--- src/rtl/ddr2_wr_stream_feeder.sv ---
// ddr2_wr_stream_feeder
// Buffers a 16-bit valid/ready stream in a first-word-fall-through FIFO and
// hands it to axi_wr_master one burst at a time. A request is only raised
// once a full burst is already buffered, so the consumer never stalls on data.
// The write address walks a circular region, advancing by one burst per wr_done.
module ddr2_wr_stream_feeder #(
    parameter int unsigned ADDR_WIDTH  = 27,
    parameter int unsigned DATA_WIDTH  = 16,
    parameter int unsigned FIFO_DEPTH  = 128,
    parameter int unsigned BURST_LEN   = 32,
    parameter int unsigned BASE_ADDR   = 0,
    parameter int unsigned REGION_SIZE = 1 << 20
) (
    input  logic                           clk,
    input  logic                           rst,
    input  logic                           init_end,
    input  logic                           s_valid,
    output logic                           s_ready,
    input  logic [DATA_WIDTH-1:0]          s_data,
    output logic                           wr_trig,
    output logic [7:0]                     wr_len,
    output logic [ADDR_WIDTH-1:0]          wr_addr,
    output logic [DATA_WIDTH-1:0]          wr_data,
    input  logic                           wr_data_en,
    input  logic                           wr_ready,
    input  logic                           wr_done,
    output logic [$clog2(FIFO_DEPTH):0]    fifo_level,
    output logic [15:0]                    burst_cnt,
    output logic                           underflow
);

    localparam int unsigned PTR_W = $clog2(FIFO_DEPTH);
    localparam int unsigned LVL_W = PTR_W + 1;

    // Address arithmetic is one bit wider so the end-of-region compare
    // cannot be fooled by a carry out of the top address bit.
    localparam logic [ADDR_WIDTH:0]   ADDR_STEP  = (ADDR_WIDTH+1)'(2 * BURST_LEN);
    localparam logic [ADDR_WIDTH:0]   REGION_END = (ADDR_WIDTH+1)'(BASE_ADDR + REGION_SIZE);
    localparam logic [ADDR_WIDTH-1:0] BASE       = ADDR_WIDTH'(BASE_ADDR);
    localparam logic [LVL_W-1:0]      LVL_FULL   = LVL_W'(FIFO_DEPTH);
    localparam logic [LVL_W-1:0]      LVL_BURST  = LVL_W'(BURST_LEN);

    typedef enum logic [1:0] {
        ST_IDLE = 2'd0,
        ST_REQ  = 2'd1,
        ST_XFER = 2'd2
    } state_t;

    // FIFO storage and bookkeeping
    logic [DATA_WIDTH-1:0] mem_reg [FIFO_DEPTH];
    logic [PTR_W-1:0]      wr_ptr_reg;
    logic [PTR_W-1:0]      rd_ptr_reg;
    logic [LVL_W-1:0]      level_reg;
    logic                  underflow_reg;
    logic                  push;
    logic                  pop;

    // Burst sequencing
    state_t                state_reg;
    state_t                state_next;
    logic [ADDR_WIDTH-1:0] addr_reg;
    logic [ADDR_WIDTH-1:0] addr_next;
    logic [15:0]           cnt_reg;
    logic [15:0]           cnt_next;
    logic [ADDR_WIDTH:0]   addr_sum;

    // Readiness looks only at the registered level: a pop in the same cycle
    // does not free a slot until the following cycle.
    assign s_ready = (level_reg != LVL_FULL);
    assign push    = s_valid & s_ready;
    assign pop     = wr_data_en & (level_reg != '0);

    // Head word is read asynchronously so a word written into an empty FIFO
    // is visible the cycle right after it was pushed.
    assign wr_data    = mem_reg[rd_ptr_reg];
    assign fifo_level = level_reg;
    assign underflow  = underflow_reg;
    assign wr_len     = 8'(BURST_LEN);
    assign wr_addr    = addr_reg;
    assign burst_cnt  = cnt_reg;

    // Storage write; contents need no reset since the pointers define validity.
    always_ff @(posedge clk) begin
        if (push) begin
            mem_reg[wr_ptr_reg] <= s_data;
        end
    end

    // Pointer and level tracking; pointers wrap naturally at the power-of-two depth.
    always_ff @(posedge clk) begin
        if (rst) begin
            wr_ptr_reg <= '0;
            rd_ptr_reg <= '0;
            level_reg  <= '0;
        end else begin
            if (push) begin
                wr_ptr_reg <= wr_ptr_reg + 1'b1;
            end
            if (pop) begin
                rd_ptr_reg <= rd_ptr_reg + 1'b1;
            end
            case ({push, pop})
                2'b10:   level_reg <= level_reg + 1'b1;
                2'b01:   level_reg <= level_reg - 1'b1;
                default: level_reg <= level_reg;
            endcase
        end
    end

    // Sticky flag for a pop attempted against an empty FIFO.
    always_ff @(posedge clk) begin
        if (rst) begin
            underflow_reg <= 1'b0;
        end else if (wr_data_en && (level_reg == '0)) begin
            underflow_reg <= 1'b1;
        end
    end

    // Sequencer state, address and completed-burst counter registers.
    always_ff @(posedge clk) begin
        if (rst) begin
            state_reg <= ST_IDLE;
            addr_reg  <= BASE;
            cnt_reg   <= '0;
        end else begin
            state_reg <= state_next;
            addr_reg  <= addr_next;
            cnt_reg   <= cnt_next;
        end
    end

    // Next-state logic: request only with a full burst buffered, and only
    // advance the address once the downstream burst has completed.
    always_comb begin
        state_next = state_reg;
        addr_next  = addr_reg;
        cnt_next   = cnt_reg;
        wr_trig    = 1'b0;
        addr_sum   = {1'b0, addr_reg} + ADDR_STEP;

        case (state_reg)
            ST_IDLE: begin
                if (init_end && (level_reg >= LVL_BURST)) begin
                    state_next = ST_REQ;
                end
            end
            ST_REQ: begin
                wr_trig = 1'b1;
                if (wr_ready) begin
                    state_next = ST_XFER;
                end
            end
            ST_XFER: begin
                if (wr_done) begin
                    if (addr_sum >= REGION_END) begin
                        addr_next = BASE;
                    end else begin
                        addr_next = addr_sum[ADDR_WIDTH-1:0];
                    end
                    cnt_next   = cnt_reg + 16'd1;
                    state_next = ST_IDLE;
                end
            end
            default: begin
                state_next = ST_IDLE;
            end
        endcase
    end

endmodule

--- config.mk ---
export PLATFORM = sky130hd
export DESIGN_NAME = ddr2_wr_stream_feeder
export DESIGN_NICKNAME = d
export VERILOG_FILES = /design/src/rtl/ddr2_wr_stream_feeder.sv
export SDC_FILE = /design/constraint.sdc
export NUM_CORES = 2
export LEC_CHECK = 0
export CAP_MARGIN = 20
export CORE_ASPECT_RATIO = 0.5
export CORE_MARGIN = 5
export CORE_UTILIZATION = 45
export CTS_BUF_LIST = sky130_fd_sc_hd__clkbuf_16
export CTS_CLUSTER_DIAMETER = 60
export DETAILED_ROUTE_END_ITERATION = 8
export SYNTH_ARGS = -nofsm -noshare
export SYNTH_HDL_FRONTEND = slang
export SYNTH_SLANG_ARGS = --single-unit
--- constraint.sdc ---
create_clock -name clk -period 3.8 [get_ports clk]
set_clock_uncertainty 0.1 [all_clocks]
set_input_delay 0.57 -clock clk [delete_from_list [all_inputs] [get_ports clk]]
set_output_delay 0.57 -clock clk [all_outputs]
set_load 0.005 [all_outputs]
Yosys cells after proc, flatten, opt, wreduce, memory -nomap -nowiden
Memory sizes are Yosys's and may differ from the RTL's. A register that Yosys moved wholly into a read port is not among the register bits. Index checks and enable logic that the tools add are counted.

Flip-flop bits (word level): 68. Memory bits (writable): 2048. Memories: 1. Output and inout port bits: 78.

Memory list: mem_reg (depth 128, width 16, rd ports 1, clocked after memory_dff 1, write ports 1, line 50) `logic [DATA_WIDTH-1:0] mem_reg [FIFO_DEPTH];`.

Multiplexer cells: 11. Reduce and logical (&&, ||, !) cells: 8. Bitwise logic cells: 2. Magnitude comparators: 2. $add $sub $neg: 6. Equal/unequal tests: 8.

Operator list (number): 27-bit by 7-bit adder with 28-bit output (second input constant) (1); 28-bit by 21-bit greater-or-equal comparator with 1-bit output (second input constant) (1); 27-bit 2-to-1 mux (1); 16-bit by 1-bit adder with 16-bit output (second input constant) (1); 8-bit one-hot mux with 2 select lines (1); 7-bit by 1-bit adder with 7-bit output (second input constant) (2); 7-bit 2-to-1 mux (2); 8-bit by 1-bit adder with 8-bit output (second input constant) (1); 8-bit by 6-bit greater-or-equal comparator with 1-bit output (second input constant) (1); 8-bit logical NOT (1); 8-bit inequality test (second input constant) (1); 8-bit nonzero test (1); 8-bit by 1-bit subtractor with 8-bit output (second input constant) (1); 2-bit 2-to-1 mux (3); 2-bit inequality test (second input constant) (3); 2-bit one-hot mux with 3 select lines (1); 2-bit by 1-bit equality test with 1-bit output (second input constant) (2); 2-bit equality test (second input constant) (2); 1-bit 2-to-1 mux (3); 3-bit AND reduction (1); 1-bit bitwise AND (2); 1-bit logical AND (2); 2-bit logical NOT (1); 2-bit AND reduction (1); 2-bit nonzero test (1).

Logic depth before layout (Yosys ltp)
Depth in word-level cells: 4. Gate-level depth with buffers: 12.

Worst setup path before layout
Ideal clock, no wire load.

Kind: flip-flop to flip-flop. Start point: register level_reg[1], in the netlist fifo_level[1]. End point: register level_reg[7], in the netlist fifo_level[7]. Data arrival time: 3.141 ns. Path buffers: 1. Library setup time: 0.070 ns. Period minus slack after synthesis: 3.311 ns. Stages on the path, launching flop included: 13. Path slack: 0.489 ns. Data required time: 3.630 ns. Cells stage by stage: dfxtp_1 -> nor4_1 -> nor3b_1 -> nor2b_1 -> clkbuf_1 -> ha_1 -> ha_1 -> a21o_1 -> a211o_1 -> a2111oi_0 -> o21ai_0 -> a21o_1 -> a21oi_1.

Word-level cells in the longest chain between the ends: 4. Elaborated cells between the ends (all ways): 10. Classes of those cells: add/sub: 2; eq/ne: 3; mux: 1; bitwise: 2; reduce/logical: 2.

RTL lines: start: declaration (line 53) `logic [LVL_W-1:0] level_reg;`; start signal: assignment (line 103) `2'b10: level_reg <= level_reg + 1'b1;`; start signal: assignment (line 104) `2'b01: level_reg <= level_reg - 1'b1;`; start signal: assignment (line 105) `default: level_reg <= level_reg;`; 8-bit nonzero test (*) (line 71) `assign pop = wr_data_en & (level_reg != '0);`; 1-bit bitwise AND (*) (line 71); via pop (line 56) `logic pop;`; 2-bit by 1-bit equality test with 1-bit output or 2-bit equality test (tied branches) (line 102) `case ({push, pop})`; 8-bit one-hot mux with 2 select lines or 2-bit nonzero test (tied branches).

The timed path passes the listed nets; every way through them passes the cells marked *. A chain may end at the register's enable or synchronous reset.

==> implementation parameters <==
Parameter                              Value

Run status
  Result of the run    complete, but fails checks
  Violations in the final reports    setup timing

Cells and area
  Post-layout net count    4482
  Fraction of final layout cells with drive strength greater than 1    0.353
  Flip-flop count of the largest register after layout    2048
  Leading cell type in the layout, fill and taps excluded    edfxtp_1
  Commonest non-fill, non-tap cells in the layout    edfxtp_1 (2048), mux4_2 (544), buf_4 (404)
  Synthesis-to-layout area growth    20.6%

Placed design
  Port Buf Inserts    86
  Detailed placer's ending HPWL    128000 um
  Final weighted congestion of routability-driven global placement    0.790
  Post-place setup slack    -0.632 ns

Drt
  Wirelength, routed    approximately 210000 um
  Via Count    between 40000 and 50000
  Iteration-0 DRC count of the detailed router    roughly 5000
  Via density per instance    5.95
  Antenna Violating Nets Remaining    0
  Wire length per cell    30.5 um
  Detailed Routing Iterations Pass 1    7
  Number of remaining DRC errors    0

Clocking
  Number of buffers inserted during clock tree synthesis    194
  Clock latency of the later-clocked register in the worst-skew pair    0.82 ns
  Deepest clock path buffer count    4
  Cell at the root of the clock tree    clkbuf_16
  H-tree levels    4
  Clock slew seen by the registers of the worst setup and hold paths    about 0.060 ns
  CTS tree    done
  TritonCTS sink count    around 2100

STA
  Highest achievable clock rate    0.213 GHz
  Transition time at the pin with the least slew margin    1.14 ns
  Slew HR    0.243
  Slack of the critical path    -0.890 ns
  Part of the cycle the worst path needs    1.23
  Minimum clock period    4.69 ns
  Worst-case hold slack    a little over 0.2 ns
  Total setup violations reported at the end of the flow    16
  Final Hold Viols    0
  Slew Viols, Final    0
  RSZ-0062 raised after global routing    true

Critical path
  Startpoint-to-endpoint class of the critical path    reg2out
  Worst R2R Setup Slack    between 0.4 and 0.5 ns
  Critical Path Source Type    flip-flop
  CP Capture Type    primary output
  Peak fanout along the critical path    6
  Data arrival time of the worst path    ~4 ns
  Req. time, crit path    3.13 ns

Floorplan
  Starting density of the core    0.454
  Width of the die    614 um
  DIE HEIGHT    312 um
  Core Box Area    approximately 180000 um^2
  Die Area    191000 um^2
  Top-level I/O count    101
  Cell row count    110

Logic synthesis
  Number of synthesized register bits    approximately 2100
  Fraction of the yosys area taken by sequential cells    0.767
  FFs w/ async S/R, synth    0
  Cell area after synthesis    82000 um^2
  Number of enable-type register cells in the synthesized netlist    2048
  Mean instance size in the synthesized netlist    roughly 22 um^2
  Total number of yosys warnings    0
  Synthesized instance count    3779
  Primary FF master, synth    edfxtp_1
  Synth cell types    55

Power and ir drop
  Sum of internal, switching and leakage power    ~0.056 W
  Power density over the cells    571 nW/um^2
  Worst IR Drop VDD    0.000399 V
  Lkg Pwr    between 30 and 40 nW

Global routing
  Wire length of the first global-routing pass    307000 um
  Antenna violations before repair    5
  Global route overflow    0
  Overall routing resource usage    0.222
  Pin count of the biggest net entering global routing    97
  Via count of the first global-routing pass    41600

Hold path
  Worst min-delay path class    in2reg

Job
  Count of max-cap constraint violations    0
==> path summary, 6_finish.rpt <==
path            startpoint               to  depth (start not counted)
max              flip-flop      wr_data[10]                         13
min             s_data[13]  mem_reg[13][13]                          1
max reg2reg  fifo_level[5]    fifo_level[7]                         11
min reg2reg      underflow        underflow                          2
==> cells by family after synthesis <==
family | Yosys count | share of synthesized area
DFF | 2117 | 0.767
muxes | 741 | 0.173
and+or+nand+nor | 520 | 0.0312
buffers and inverters | 219 | 0.0126
AOI/OAI and AO/OA | 138 | 0.0107
xor gates and xnor gates | 30 | 0.00320
adders and majority gates | 12 | 0.00192
other | 2 | 0.0000916
==> Yosys cell counts (all sizes together) (3+ instances only) <==
cell type / number / share of area
o211ai: 3 / 0.00027
xnor2: 13 / 0.0014
nand2: 101 / 0.0046
a21o: 3 / 0.00027
mux2i: 196 / 0.024
clkbuf: 100 / 0.0046
buf: 113 / 0.0077
nand3: 54 / 0.0033
or4: 44 / 0.0040
dfxtp: 69 / 0.017
nor3: 12 / 0.00073
inv: 6 / 0.00027
nor4: 5 / 0.00038
edfxtp: 2048 / 0.75
a21oi: 35 / 0.0021
and4: 5 / 0.00053
o22ai: 65 / 0.0050
and2: 13 / 0.00099
and3: 6 / 0.00046
o21ai: 10 / 0.00061
nand3b: 6 / 0.00055
or3: 8 / 0.00061
nor2b: 51 / 0.0039
nor3b: 4 / 0.00037
a311o: 7 / 0.00085
mux4: 544 / 0.15
nand4: 13 / 0.00099
ha: 11 / 0.0017
nand2b: 5 / 0.00038
xor2: 17 / 0.0018
nor2: 184 / 0.0085
==> worst max-delay path: stages, from the launching register on <==
cell and delay [ns]:
dfxtp_4 0.37, buf_12 0.13, buf_12 0.13, buf_8 0.12, buf_12 0.13, buf_12 0.13, buf_4 0.13, buf_4 0.13
mux4_2 0.46, mux2i_4 0.20, o22ai_1 0.11, or4_4 0.56, or4_4 0.45, buf_6 0.13
==> metrics by stage <==
stage | instances | setup TNS (ns) | area (um^2) | util
6_report | 7004 | -13.44 | 98900 | 0.548
3_5_place_dp | 6508 | -7.66 | 89500 | 0.496
2_1_floorplan | 3791 | 0 | 82000 | -
3_3_place_gp | 6508 | -7.57 | 89500 | 0.496
4_1_cts | 6947 | -14.16 | 98000 | 0.543
5_1_grt | 7003 | -14.83 | 98900 | 0.548
==> cell type report <==
type,instances,area [um^2]
clock buffer,195,4880
inverter,6,22.5
fill,13500,81700
timing repair buffer,673,7580
antenna,1,2.50
multi-input combinational,1455,19400
clock inverter,149,1080
tap,2408,3010
sequential,2117,62900
==> per-layer routing <==
layer,global-route usage,part of all wire,vias to the layer above,routed length (um)
met4,0.0485,0.022,2,4790
li1,-,-,17100,-
met5,0,0.000037,-,8
met3,0.0344,0.080,275,17100
met2,0.348,0.47,1756,101000
met1,0.334,0.43,22500,91200
==> where the power goes <==
part	internal, W	leakage [nW]	total, W	switching (W)
clock	0.0104	3.09	0.0188	0.00840
combinational	0.00646	8.98	0.0119	0.00541
sequential	0.0257	19.0	0.0258	0.000128
total	0.0425	31.0	0.0565	0.0139
==> what timing repair did <==
| action | in CTS | in global routing |
|---|---|---|
| hold buffers | 0 | 0 |
| pin swaps | 39 | 39 |
| resized for setup | 333 | 104 |
| endpoints found under the setup margin | 16 | 18 |
| buffers inserted | 83 | 62 |
| gates cloned | 18 | 1 |
Power figures use the tool's default switching activity.
